===== src/rtl/tape_pkg.sv =====
// Shared constants and state encoding for the tape packet line decoder and encoder.
package tape_pkg;

    localparam logic [7:0] TRS_FF = 8'hFF;
    localparam logic [7:0] TRS_00 = 8'h00;

    localparam int XY_F = 6;
    localparam int XY_V = 5;
    localparam int XY_H = 4;

    localparam logic [7:0] SYNC_DEFAULT = 8'hA5;

    typedef enum logic [2:0] {
        IDLE,
        SYNC,
        LEN,
        PAY,
        CHK,
        DROP
    } state_t;

endpackage


===== src/rtl/tape_byte_fifo.sv =====
// Byte FIFO with a registered head stage; push and pop in the same cycle are both honoured.
module tape_byte_fifo #(
    parameter int DEPTH = 16
) (
    input  logic       clk,
    input  logic       rst,
    input  logic       push,
    input  logic [7:0] push_data,
    input  logic       pop,
    output logic [7:0] out_data,
    output logic       out_valid,
    output logic       full
);

    localparam int AW = $clog2(DEPTH);

    logic [7:0]  mem [DEPTH];
    logic [AW-1:0] wr_ptr, rd_ptr;
    logic [AW:0]   mem_cnt;
    logic [AW:0]   total;
    logic          do_pop, do_push, load;

    // Occupancy counts the head register as well as the memory behind it.
    assign total   = mem_cnt + (AW+1)'(out_valid);
    assign full    = (total == (AW+1)'(DEPTH));
    assign do_pop  = pop && out_valid;
    assign do_push = push && (!full || do_pop);
    assign load    = (mem_cnt != '0) && (!out_valid || do_pop);

    always_ff @(posedge clk) begin
        if (do_push)
            mem[wr_ptr] <= push_data;
    end

    always_ff @(posedge clk or posedge rst) begin
        if (rst) begin
            wr_ptr    <= '0;
            rd_ptr    <= '0;
            mem_cnt   <= '0;
            out_valid <= 1'b0;
            out_data  <= '0;
        end else begin
            if (do_push)
                wr_ptr <= wr_ptr + 1'b1;
            if (load) begin
                out_data  <= mem[rd_ptr];
                rd_ptr    <= rd_ptr + 1'b1;
                out_valid <= 1'b1;
            end else if (do_pop) begin
                out_valid <= 1'b0;
            end
            unique case ({do_push, load})
                2'b10:   mem_cnt <= mem_cnt + 1'b1;
                2'b01:   mem_cnt <= mem_cnt - 1'b1;
                default: mem_cnt <= mem_cnt;
            endcase
        end
    end

endmodule


===== src/rtl/tape_line_decoder.sv =====
// Recovers one tape packet per active BT.656 line: slices luma into bits, frames bytes, checks the packet.
module tape_line_decoder
    import tape_pkg::*;
#(
    parameter int         SPS        = 4,
    parameter logic [7:0] THRESHOLD  = 8'd128,
    parameter logic [7:0] SYNC_BYTE  = SYNC_DEFAULT,
    parameter int         FIFO_DEPTH = 16
) (
    input  logic       clk,
    input  logic       rst,
    input  logic [7:0] td_data,
    input  logic       en,
    output logic [7:0] out_data,
    output logic       out_valid,
    input  logic       out_ready,
    output logic       pkt_good,
    output logic       pkt_bad,
    output logic [7:0] pkt_len,
    output logic       overflow,
    output logic       line_active
);

    localparam int LW = $clog2(SPS);

    logic [7:0]    hist0, hist1, hist2;
    logic          trs, sav, eav, start, sym;
    logic [10:0]   samp_idx;
    logic [LW-1:0] luma_cnt;
    logic [2:0]    bit_cnt;
    logic [7:0]    shreg;
    logic [7:0]    byte_p0;
    logic          vld_p0;
    state_t        state, state_nxt;
    logic [7:0]    len, csum, pay_cnt;
    logic          drop_seen, push, good_nxt, bad_nxt, fifo_full, pop;

    assign trs   = (hist2 == TRS_FF) && (hist1 == TRS_00) && (hist0 == TRS_00);
    assign sav   = trs && !td_data[XY_H];
    assign eav   = trs && td_data[XY_H];
    assign start = (state == IDLE) && sav && en && !td_data[XY_V];
    assign sym   = (td_data >= THRESHOLD);
    assign pop   = out_valid && out_ready;

    // Stage p0: sample phasing, symbol slicing and byte assembly.
    always_ff @(posedge clk or posedge rst) begin
        if (rst) begin
            hist0    <= '0;
            hist1    <= '0;
            hist2    <= '0;
            samp_idx <= '0;
            luma_cnt <= '0;
            bit_cnt  <= '0;
            shreg    <= '0;
            byte_p0  <= '0;
            vld_p0   <= 1'b0;
        end else begin
            hist2  <= hist1;
            hist1  <= hist0;
            hist0  <= td_data;
            vld_p0 <= 1'b0;
            if (start || eav) begin
                samp_idx <= '0;
                luma_cnt <= '0;
                bit_cnt  <= '0;
                shreg    <= '0;
            end else if (line_active && !trs) begin
                if (samp_idx != 11'd2047)
                    samp_idx <= samp_idx + 1'b1;
                if (samp_idx[0]) begin
                    luma_cnt <= (luma_cnt == LW'(SPS-1)) ? '0 : luma_cnt + 1'b1;
                    if (luma_cnt == LW'(SPS/2)) begin
                        shreg   <= {shreg[6:0], sym};
                        bit_cnt <= bit_cnt + 1'b1;
                        if (bit_cnt == 3'd7) begin
                            byte_p0 <= {shreg[6:0], sym};
                            vld_p0  <= 1'b1;
                        end
                    end
                end
            end
        end
    end

    always_ff @(posedge clk or posedge rst) begin
        if (rst)
            state <= IDLE;
        else
            state <= state_nxt;
    end

    always_comb begin
        state_nxt = state;
        good_nxt  = 1'b0;
        bad_nxt   = 1'b0;
        push      = 1'b0;
        unique case (state)
            IDLE: if (start) state_nxt = SYNC;
            SYNC: if (vld_p0) state_nxt = (byte_p0 == SYNC_BYTE) ? LEN : DROP;
            LEN:  if (vld_p0) state_nxt = (byte_p0 == 8'd0) ? CHK : PAY;
            PAY: begin
                if (vld_p0) begin
                    push = 1'b1;
                    if (8'(pay_cnt + 8'd1) == len)
                        state_nxt = CHK;
                end
            end
            CHK: begin
                if (vld_p0) begin
                    good_nxt  = (byte_p0 == csum) && !drop_seen;
                    bad_nxt   = !good_nxt;
                    state_nxt = DROP;
                end
            end
            DROP: state_nxt = DROP;
            default: state_nxt = IDLE;
        endcase
        // End of line wins over any byte landing in the same cycle.
        if (eav) begin
            state_nxt = IDLE;
            push      = 1'b0;
            good_nxt  = 1'b0;
            bad_nxt   = (state == LEN) || (state == PAY) || (state == CHK);
        end
    end

    // Stage p1: packet bookkeeping and status outputs.
    always_ff @(posedge clk or posedge rst) begin
        if (rst) begin
            len         <= '0;
            csum        <= '0;
            pay_cnt     <= '0;
            drop_seen   <= 1'b0;
            pkt_good    <= 1'b0;
            pkt_bad     <= 1'b0;
            pkt_len     <= '0;
            overflow    <= 1'b0;
            line_active <= 1'b0;
        end else begin
            pkt_good <= good_nxt;
            pkt_bad  <= bad_nxt;
            if (start)
                line_active <= 1'b1;
            else if (eav)
                line_active <= 1'b0;
            if (state == LEN && vld_p0 && !eav) begin
                len       <= byte_p0;
                csum      <= '0;
                pay_cnt   <= '0;
                drop_seen <= 1'b0;
            end
            if (push) begin
                csum    <= csum + byte_p0;
                pay_cnt <= pay_cnt + 1'b1;
                if (fifo_full && !pop) begin
                    overflow  <= 1'b1;
                    drop_seen <= 1'b1;
                end
            end
            if (good_nxt || bad_nxt)
                pkt_len <= (state == LEN) ? 8'd0 : len;
        end
    end

    tape_byte_fifo #(
        .DEPTH(FIFO_DEPTH)
    ) u_fifo (
        .clk      (clk),
        .rst      (rst),
        .push     (push),
        .push_data(byte_p0),
        .pop      (out_ready),
        .out_data (out_data),
        .out_valid(out_valid),
        .full     (fifo_full)
    );

endmodule


===== config.mk =====
export PLATFORM = sky130hd
export DESIGN_NAME = tape_line_decoder
export DESIGN_NICKNAME = d
export VERILOG_FILES = /design/src/rtl/tape_pkg.sv /design/src/rtl/tape_byte_fifo.sv /design/src/rtl/tape_line_decoder.sv
export SDC_FILE = /design/constraint.sdc
export NUM_CORES = 1
export LEC_CHECK = 0
export BUFFER_PORTS_ARGS = -buffer_cell sky130_fd_sc_hd__buf_2
export CORE_ASPECT_RATIO = 0.7
export CORE_UTILIZATION = 35
export CTS_CLUSTER_DIAMETER = 100
export DETAILED_ROUTE_END_ITERATION = 8
export HOLD_SLACK_MARGIN = 0.1
export PLACE_DENSITY = 0.56
export SLEW_MARGIN = 15
export SYNTH_ARGS = -nofsm -noshare
export SYNTH_HDL_FRONTEND = slang
export SYNTH_SLANG_ARGS = --single-unit

===== constraint.sdc =====
create_clock -name clk -period 4.57 [get_ports clk]
set_input_delay 0.457 -clock clk [delete_from_list [all_inputs] [get_ports clk]]
set_output_delay 0.457 -clock clk [all_outputs]
set_load 0.02 [all_outputs]

# ---- Yosys cells after proc, flatten, opt, wreduce, memory -nomap -nowiden
# Memory sizes are Yosys's and may differ from the RTL's. A register that Yosys moved wholly into a read port is not among the register bits.
# Index checks and enable logic that the tools add are counted.
dict set report totals {
  ff_bits 110
  ram_bits 128
  input_bits 12
  out_inout_bits 21
  word_cells 160
  memories 1
}
# name words width rd rd_ports_with_merged_regs write_ports line_no
set memory_table {}
lappend memory_table {u_fifo.mem 16 8 1 1 1 tape_byte_fifo.sv:17} ;# logic [7:0] mem [DEPTH];
dict set report op_classes {
  n_addsub 10
  magnitude_cmp 1
  eq_ne 22
  n_mux 53
  bitwise_logic 1
  reduce_logical 49
}
# op n
set ops {}
lappend ops {{$mux 3} 13}
lappend ops {{$mux 11} 3}
lappend ops {{$mux 8} 4}
lappend ops {{$mux 7} 4}
lappend ops {{$logic_not 8->1} 3}
lappend ops {{$mux 1} 23}
lappend ops {{$ne 3x3->1 const B} 6}
lappend ops {{$pmux 3 s6} 1}
lappend ops {{$eq 8x8->1} 2}
lappend ops {{$eq 8x8->1 const B} 2}
lappend ops {{$reduce_bool 2->1} 8}
lappend ops {{$logic_and 1x1->1} 15}
lappend ops {{$add 11x1->11 const B} 1}
lappend ops {{$ne 11x11->1 const B} 1}
lappend ops {{$pmux 5 s2} 1}
lappend ops {{$eq 3x3->1 const B} 3}
lappend ops {{$logic_not 1->1} 9}
lappend ops {{$add 4x1->4 const B} 2}
lappend ops {{$add 8x1->8 const B} 1}
lappend ops {{$add 8x8->8} 1}
lappend ops {{$ge 8x8->1 const B} 1}
lappend ops {{$mux 2} 4}
lappend ops {{$eq 2x2->1 const B} 3}
lappend ops {{$eq 3x2->1 const B} 2}
lappend ops {{other kinds (16)} 23}

# ---- Longest topological paths before layout
dict set report logic_depth {
  word_depth 10
  mapped_depth 16
  depth_no_buf 14
}

# ---- By module
# Synthesis repeated with hierarchy kept, for this count alone.
dict set report unflattened {
  cells_unflattened 739
  area_unflattened_um2 10849.2
}
# mod instances cells_per_inst area_per_inst_um2 seq_area_each_um2
set modules_own_cells {}
lappend modules_own_cells {tape_byte_fifo 1 338 6233.5 4394.2}
lappend modules_own_cells {tape_line_decoder 1 401 4615.7 2402.3}

# ---- Worst setup path after synthesis
# No wires, ideal clock.
dict set report synth_timing {
  kind {reg2reg}
  start {reg u_fifo.out_valid}
  end {reg u_fifo.mem_cnt[4]}
  setup_time_ns 0.125
  arrival_time_ns 3.289
  t_required_ns 4.445
  slack_ns 1.156
  path_stages_with_launch 17
  n_path_buf 2
  synth_period_minus_slack_ns 3.414
  cell_sequence {dfrtp_1 > ha_1 > ha_1 > nor4b_1 > a31oi_1 > o21ai_2 > buf_2 > ha_1 > clkbuf_1 > xor2_1 > ha_1 > o21a_1 > o22a_1 > a21oi_1 > xor2_1 > nor2_1 > xor2_1}
}
dict set report synth_via {
  elab_chain_len 7
  elab_cells_between_ends 13
  classes_between {add/sub (1); eq/ne (3); mux (1); reduce/logical (8)}
}
# element line_no
set synth_lines {}
lappend synth_lines {{from (decl)} tape_byte_fifo.sv:11} ;# output logic out_valid,
lappend synth_lines {{from (signal assigned)} tape_byte_fifo.sv:40} ;# out_valid <= 1'b0;
lappend synth_lines {{from (signal assigned)} tape_byte_fifo.sv:48} ;# out_valid <= 1'b1;
lappend synth_lines {{from (signal assigned)} tape_byte_fifo.sv:50} ;# out_valid <= 1'b0;
lappend synth_lines {{$add 5x1->5} tape_byte_fifo.sv:24} ;# assign total = mem_cnt + (AW+1)'(out_valid);
lappend synth_lines {{$eq 5x5->1} tape_byte_fifo.sv:25} ;# assign full = (total == (AW+1)'(DEPTH));
lappend synth_lines {{$logic_not 1->1} tape_byte_fifo.sv:27} ;# assign do_push = push && (!full || do_pop);
lappend synth_lines {{$logic_or 1x1->1} tape_byte_fifo.sv:27}
lappend synth_lines {{$logic_and 1x1->1} tape_byte_fifo.sv:27}
lappend synth_lines {{$eq 2x1->1 or $eq 2x2->1 (tied branches)} tape_byte_fifo.sv:52} ;# unique case ({do_push, load})
lappend synth_lines {{$pmux 5 s2 or $reduce_bool 2->1 (tied branches)} n/a}
lappend synth_lines {{to (signal assigned)} tape_byte_fifo.sv:53} ;# 2'b10: mem_cnt <= mem_cnt + 1'b1;
lappend synth_lines {{to (signal assigned)} tape_byte_fifo.sv:54} ;# 2'b01: mem_cnt <= mem_cnt - 1'b1;
lappend synth_lines {{to (signal assigned)} tape_byte_fifo.sv:55} ;# default: mem_cnt <= mem_cnt;
lappend synth_lines {{to (decl)} tape_byte_fifo.sv:19} ;# logic [AW:0] mem_cnt;
# Several ways; a longest one is shown, not always the timed one.
# A chain may end at the register's enable or synchronous reset.

# ---- Final worst setup path
dict set report layout_timing {
  start {reg hist1[3]}
  end {reg u_fifo.mem_cnt[4]}
}
dict set report layout_via {
  elab_chain_len 8
  elab_cells_between_ends 10
  classes_between {eq/ne (2); mux (2); reduce/logical (6)}
}
# element line_no
set layout_lines {}
lappend layout_lines {{from (decl)} tape_line_decoder.sv:26} ;# logic [7:0] hist0, hist1, hist2;
lappend layout_lines {{from (signal assigned)} tape_line_decoder.sv:59} ;# hist1 <= hist0;
lappend layout_lines {{$logic_not 8->1 *} tape_line_decoder.sv:38} ;# assign trs = (hist2 == TRS_FF) && (hist1 == TRS_00) && (hist0 == TRS_00);
lappend layout_lines {{$logic_and 1x1->1 * (2 in a row)} tape_line_decoder.sv:38}
lappend layout_lines {{$logic_and 1x1->1 *} tape_line_decoder.sv:40} ;# assign eav = trs && td_data[XY_H];
lappend layout_lines {{$mux 1 *} tape_line_decoder.sv:119} ;# if (eav) begin
lappend layout_lines {{$logic_and 1x1->1 *} tape_byte_fifo.sv:27}
lappend layout_lines {{$eq 2x1->1 or $eq 2x2->1 (tied branches)} tape_byte_fifo.sv:52}
lappend layout_lines {{$pmux 5 s2 or $reduce_bool 2->1 (tied branches)} n/a}
# Every way passes the cells marked *; elsewhere a longest branch is shown, timed or not.

==> summary.json <==
{
  "status": {
    "status": "complete, no violations"
  },
  "power": {
    "p_comb_share_pct": 0.9,
    "seq_power_share_pct": 52.9,
    "cellLeakagePower_uw": 0.00439,
    "power.net_switching_uw": 870,
    "power_density_nw_per_um2": 367,
    "clkPwrFrac_pct": 46.1,
    "switching_share_pct": 19.7,
    "worst_ir_drop_vdd_v": 0.000232,
    "internal-power_uw": 3540
  },
  "worst_setup_path": {
    "ff2ff_setup_slack_ps": 1070,
    "critical_path.startpoint": "hist1[3]",
    "logic_depth_of_the_worst_path_buffers_included": 14,
    "timing_worst_setup_path_type": "reg -> reg",
    "worst_r2r_endpoint": "u_fifo.mem_cnt[4]",
    "worstSetupStartpointType": "register",
    "slowest_cell_delay_on_critical_path_ps": 570,
    "crit_buf_inv": 1,
    "crit_path_end": "u_fifo.mem_cnt[4]",
    "most_common_cell_type_on_the_critical_path": "sky130_fd_sc_hd__xor2_1",
    "worstPathArrival_ps": 3910,
    "cp.required_ps": 4980,
    "rr_worst_depth": 14,
    "rr_startpoint": "hist1[3]",
    "critPathTopFamily": "compound AO/OA/AOI/OAI gates",
    "path_cells": "nand2b_1, nor4_1, a311oi_2, o21ai_2, buf_4, ha_1, xor2_1, ha_1, o21a_1, o22a_1, a21oi_1, xor2_1, nor2_1, xor2_1",
    "crit_path_max_fanout": 16,
    "critical-path-slowest-cell": "sky130_fd_sc_hd__nor4_1",
    "setup.worst_path.end_class": "register"
  },
  "floorplanning": {
    "rows": 52,
    "dieArea_um2": 30700,
    "die-width_um": 209,
    "io-pin-count": 33,
    "placeableCoreArea_um2": 29200,
    "die_y_um": 147,
    "floorplan.initialDensity_pct": 35.9
  },
  "logic_synthesis": {
    "synthTopCellsByCount": "sky130_fd_sc_hd__edfxtp_1 (128), sky130_fd_sc_hd__dfrtp_1 (118), sky130_fd_sc_hd__nand2_1 (48)",
    "synth_top_cell_by_area": "sky130_fd_sc_hd__edfxtp_1",
    "synth.net_count": 757,
    "yosysMostFrequentCell": "sky130_fd_sc_hd__edfxtp_1",
    "synth_cells": 720,
    "async_reset_ff_share_pct": 48.0,
    "synth_seq_cells": 246,
    "yosys_warnings": 0,
    "synthTopCellsByArea": "sky130_fd_sc_hd__edfxtp_1 (37%), sky130_fd_sc_hd__dfrtp_1 (28%), sky130_fd_sc_hd__mux4_2 (8.6%)",
    "postSynthAreaPerCell_um2": 14.6,
    "synth_cell_types": 60,
    "synth-edff-count": 128,
    "yosysTopAreaCellShare_pct": 36.6,
    "netlist_area_um2": 10500,
    "part_of_the_yosys_area_used_for_sequential_elements_pct": 64.8,
    "dominantRegCellSynth": "sky130_fd_sc_hd__edfxtp_1"
  },
  "global_routing": {
    "vias_in_the_first_global_route": 5775,
    "gr-total-overflow": 0,
    "wire_length_of_the_first_global_routing_pass_um": 34600,
    "grt_antenna_before_repair": 1,
    "maximum_number_of_pins_on_one_net_before_global_route_repair": 83,
    "track_usage_pct": 14.8
  },
  "route": {
    "vias_per_cell": 5.10,
    "routed_wire_length_per_instance_um": 18.8,
    "total_routed_wirelength_um": 21900,
    "drt_first_pass_iters": 5,
    "num_vias": 5940,
    "detail-route-antenna-nets": 0,
    "first_iter_violations": 497,
    "drc": 0
  },
  "placement": {
    "dpl.hpwl_um": 14200,
    "dp.cells": 1114,
    "io_buffers": 32,
    "globalplace.congestion": 0.780
  },
  "timing": {
    "report.final.setup_viol": 0,
    "fin_crit_sh_pct": 76.7,
    "grt_setup_unrepaired": "no",
    "timing.final.max_slew_violations": 0,
    "finalHoldViolations": 0,
    "fin_setup_tns_ps": 0,
    "maxClockFrequency_ghz": 0.285,
    "timing.clock.skew_ps": 9.13,
    "finalCriticalPeriod_ps": 3500,
    "remaining_max_slew_budget_at_the_tightest_pin_pct": 22.7,
    "worst_slew_pin_slew_ps": 1160
  },
  "clocking": {
    "cts_sinks": 246,
    "clockBufferDepth": 3,
    "cts_setup_buffers": 0,
    "cts_tree": "built",
    "post_cts_resized": 0,
    "clock_latency_ps": 520,
    "cts_inserted_buffers": 24,
    "cts_root_buffer": "sky130_fd_sc_hd__clkbuf_16",
    "cts.htree.levels": 1,
    "cts_hold_repair.buffers": 7,
    "path_clk_slew_ps": 70
  },
  "cells_and_area": {
    "utilization_pct": 41.1,
    "post_route_cells_drive_above_1_share_pct": 21.3,
    "flow.area_growth_from_synthesis_pct": 14.5,
    "n_antenna_cell": 0,
    "final_cells": 1165,
    "layout.nets": 806
  },
  "flow_run": {
    "maximum_capacitance_violations": 0
  },
  "worst_hold_path": {
    "hold_path_class": "in -> async"
  }
}
==> registers in the layout, indices dropped and copies added (netlist names), 4 cells and up <==
signal and count:
hist0 8, u_fifo.mem 128, byte_p0 8, pkt_len 8, pay_cnt 8, hist1 8
samp_idx 11, u_fifo.out_data 8, hist2 8, u_fifo.wr_ptr 4, u_fifo.mem_cnt 5, csum 8
shreg 7, u_fifo.rd_ptr 4, len 8
==> worst min path at each step <==
stage | endpoint | cells after the start
after detailed placement | hist1[4] | 0
after global routing | hist0[4] | 1
final | samp_idx[0] | 2
after global placement | hist2[3] | 0
after floorplan | hist2[2] | 0
after CTS | hist0[4] | 1
==> area by class of cell <==
class,count,area [µm²]
Sequential cell,246,6800
Clock buffer,34,711
Tap cell,378,473
Timing Repair Buffer,54,343
Clock inverter,10,103
Fill cell,2620,17200
Inverter,25,96.3
Multi-Input combinational cell,418,3490
==> power by group through the flow <==
stage                     sequential [µW]  combinational, µW  clock, µW
after floorplan                      2380               18.7          0
after global placement               2380               38.2          0
after detailed placement             2380               38.8          0
after CTS                            2330               43.0       2090
after global routing                 2330               47.5       2170
final                                2330               40.7       2030
==> cell families after synthesis <==
family                   synth area share [%]
flip-flops                               64.8
buffers and inverters                    2.16
AND/OR/NAND/NOR                          9.48
XOR/XNOR                                 3.17
AO/OA/AOI/OAI                            5.49
adder cells (fa/ha/maj)                  3.05
multiplexers                             11.9
==> cells in the final DEF, fill, tap and decap left out, types with 3 or more instances in the layout <==
master	Yosys	final
sky130_fd_sc_hd__a21oi_1	22	22
sky130_fd_sc_hd__dlygate4sd3_1	0	7
sky130_fd_sc_hd__and3_1	12	12
sky130_fd_sc_hd__nand4_1	6	6
sky130_fd_sc_hd__nand2b_1	6	6
sky130_fd_sc_hd__or4_1	4	4
sky130_fd_sc_hd__mux2_2	27	27
sky130_fd_sc_hd__a31oi_1	10	10
sky130_fd_sc_hd__or3_1	5	5
sky130_fd_sc_hd__buf_4	0	15
sky130_fd_sc_hd__clkbuf_1	16	5
sky130_fd_sc_hd__clkbuf_16	0	26
sky130_fd_sc_hd__a22o_1	5	5
sky130_fd_sc_hd__a21o_1	5	5
sky130_fd_sc_hd__o21ai_0	22	21
sky130_fd_sc_hd__clkbuf_8	0	3
sky130_fd_sc_hd__buf_2	10	32
sky130_fd_sc_hd__mux2i_1	4	4
sky130_fd_sc_hd__mux4_2	40	40
sky130_fd_sc_hd__edfxtp_1	128	128
sky130_fd_sc_hd__nor4b_1	6	3
sky130_fd_sc_hd__ha_1	24	24
sky130_fd_sc_hd__nand3_1	27	27
sky130_fd_sc_hd__dfrtp_1	118	117
sky130_fd_sc_hd__nor2_1	41	41
sky130_fd_sc_hd__o211ai_1	3	3
sky130_fd_sc_hd__xor2_1	11	11
sky130_fd_sc_hd__o21ai_1	2	3
sky130_fd_sc_hd__nor4_1	14	13
sky130_fd_sc_hd__nand2_1	48	48
sky130_fd_sc_hd__nor4b_2	0	3
sky130_fd_sc_hd__xnor2_1	27	27
sky130_fd_sc_hd__clkinv_2	0	6
sky130_fd_sc_hd__inv_1	25	24
sky130_fd_sc_hd__nor3_1	12	12
==> through the flow <==
| stage | hold WS, ps | total power, µW | setup slack, ps | area, µm² |
|---|---|---|---|---|
| 6_report | 137 | 4410 | 1070 | 12000 |
| 5_1_grt | 130 | 4550 | 700 | 12000 |
| 4_1_cts | 126 | 4460 | 1050 | 12000 |
| 3_5_place_dp | 361 | 2420 | 1070 | 11100 |
| 3_3_place_gp | 353 | 2420 | 1100 | 11100 |
| 2_1_floorplan | 345 | 2400 | 984 | 10500 |
==> routing by layer <==
metal | global-route usage (%) | wire length [µm] | part of all wire, % | vias to the layer above
li1 | - | - | - | 2810
met1 | 23.8 | 11700 | 53 | 2966
met2 | 20.1 | 8840 | 40 | 135
met3 | 3.21 | 1040 | 4.7 | 29
met4 | 2.90 | 358 | 1.6 | 0
met5 | 0 | 0 | 0 | -
Note: power is estimated with default switching activity, not from simulation.
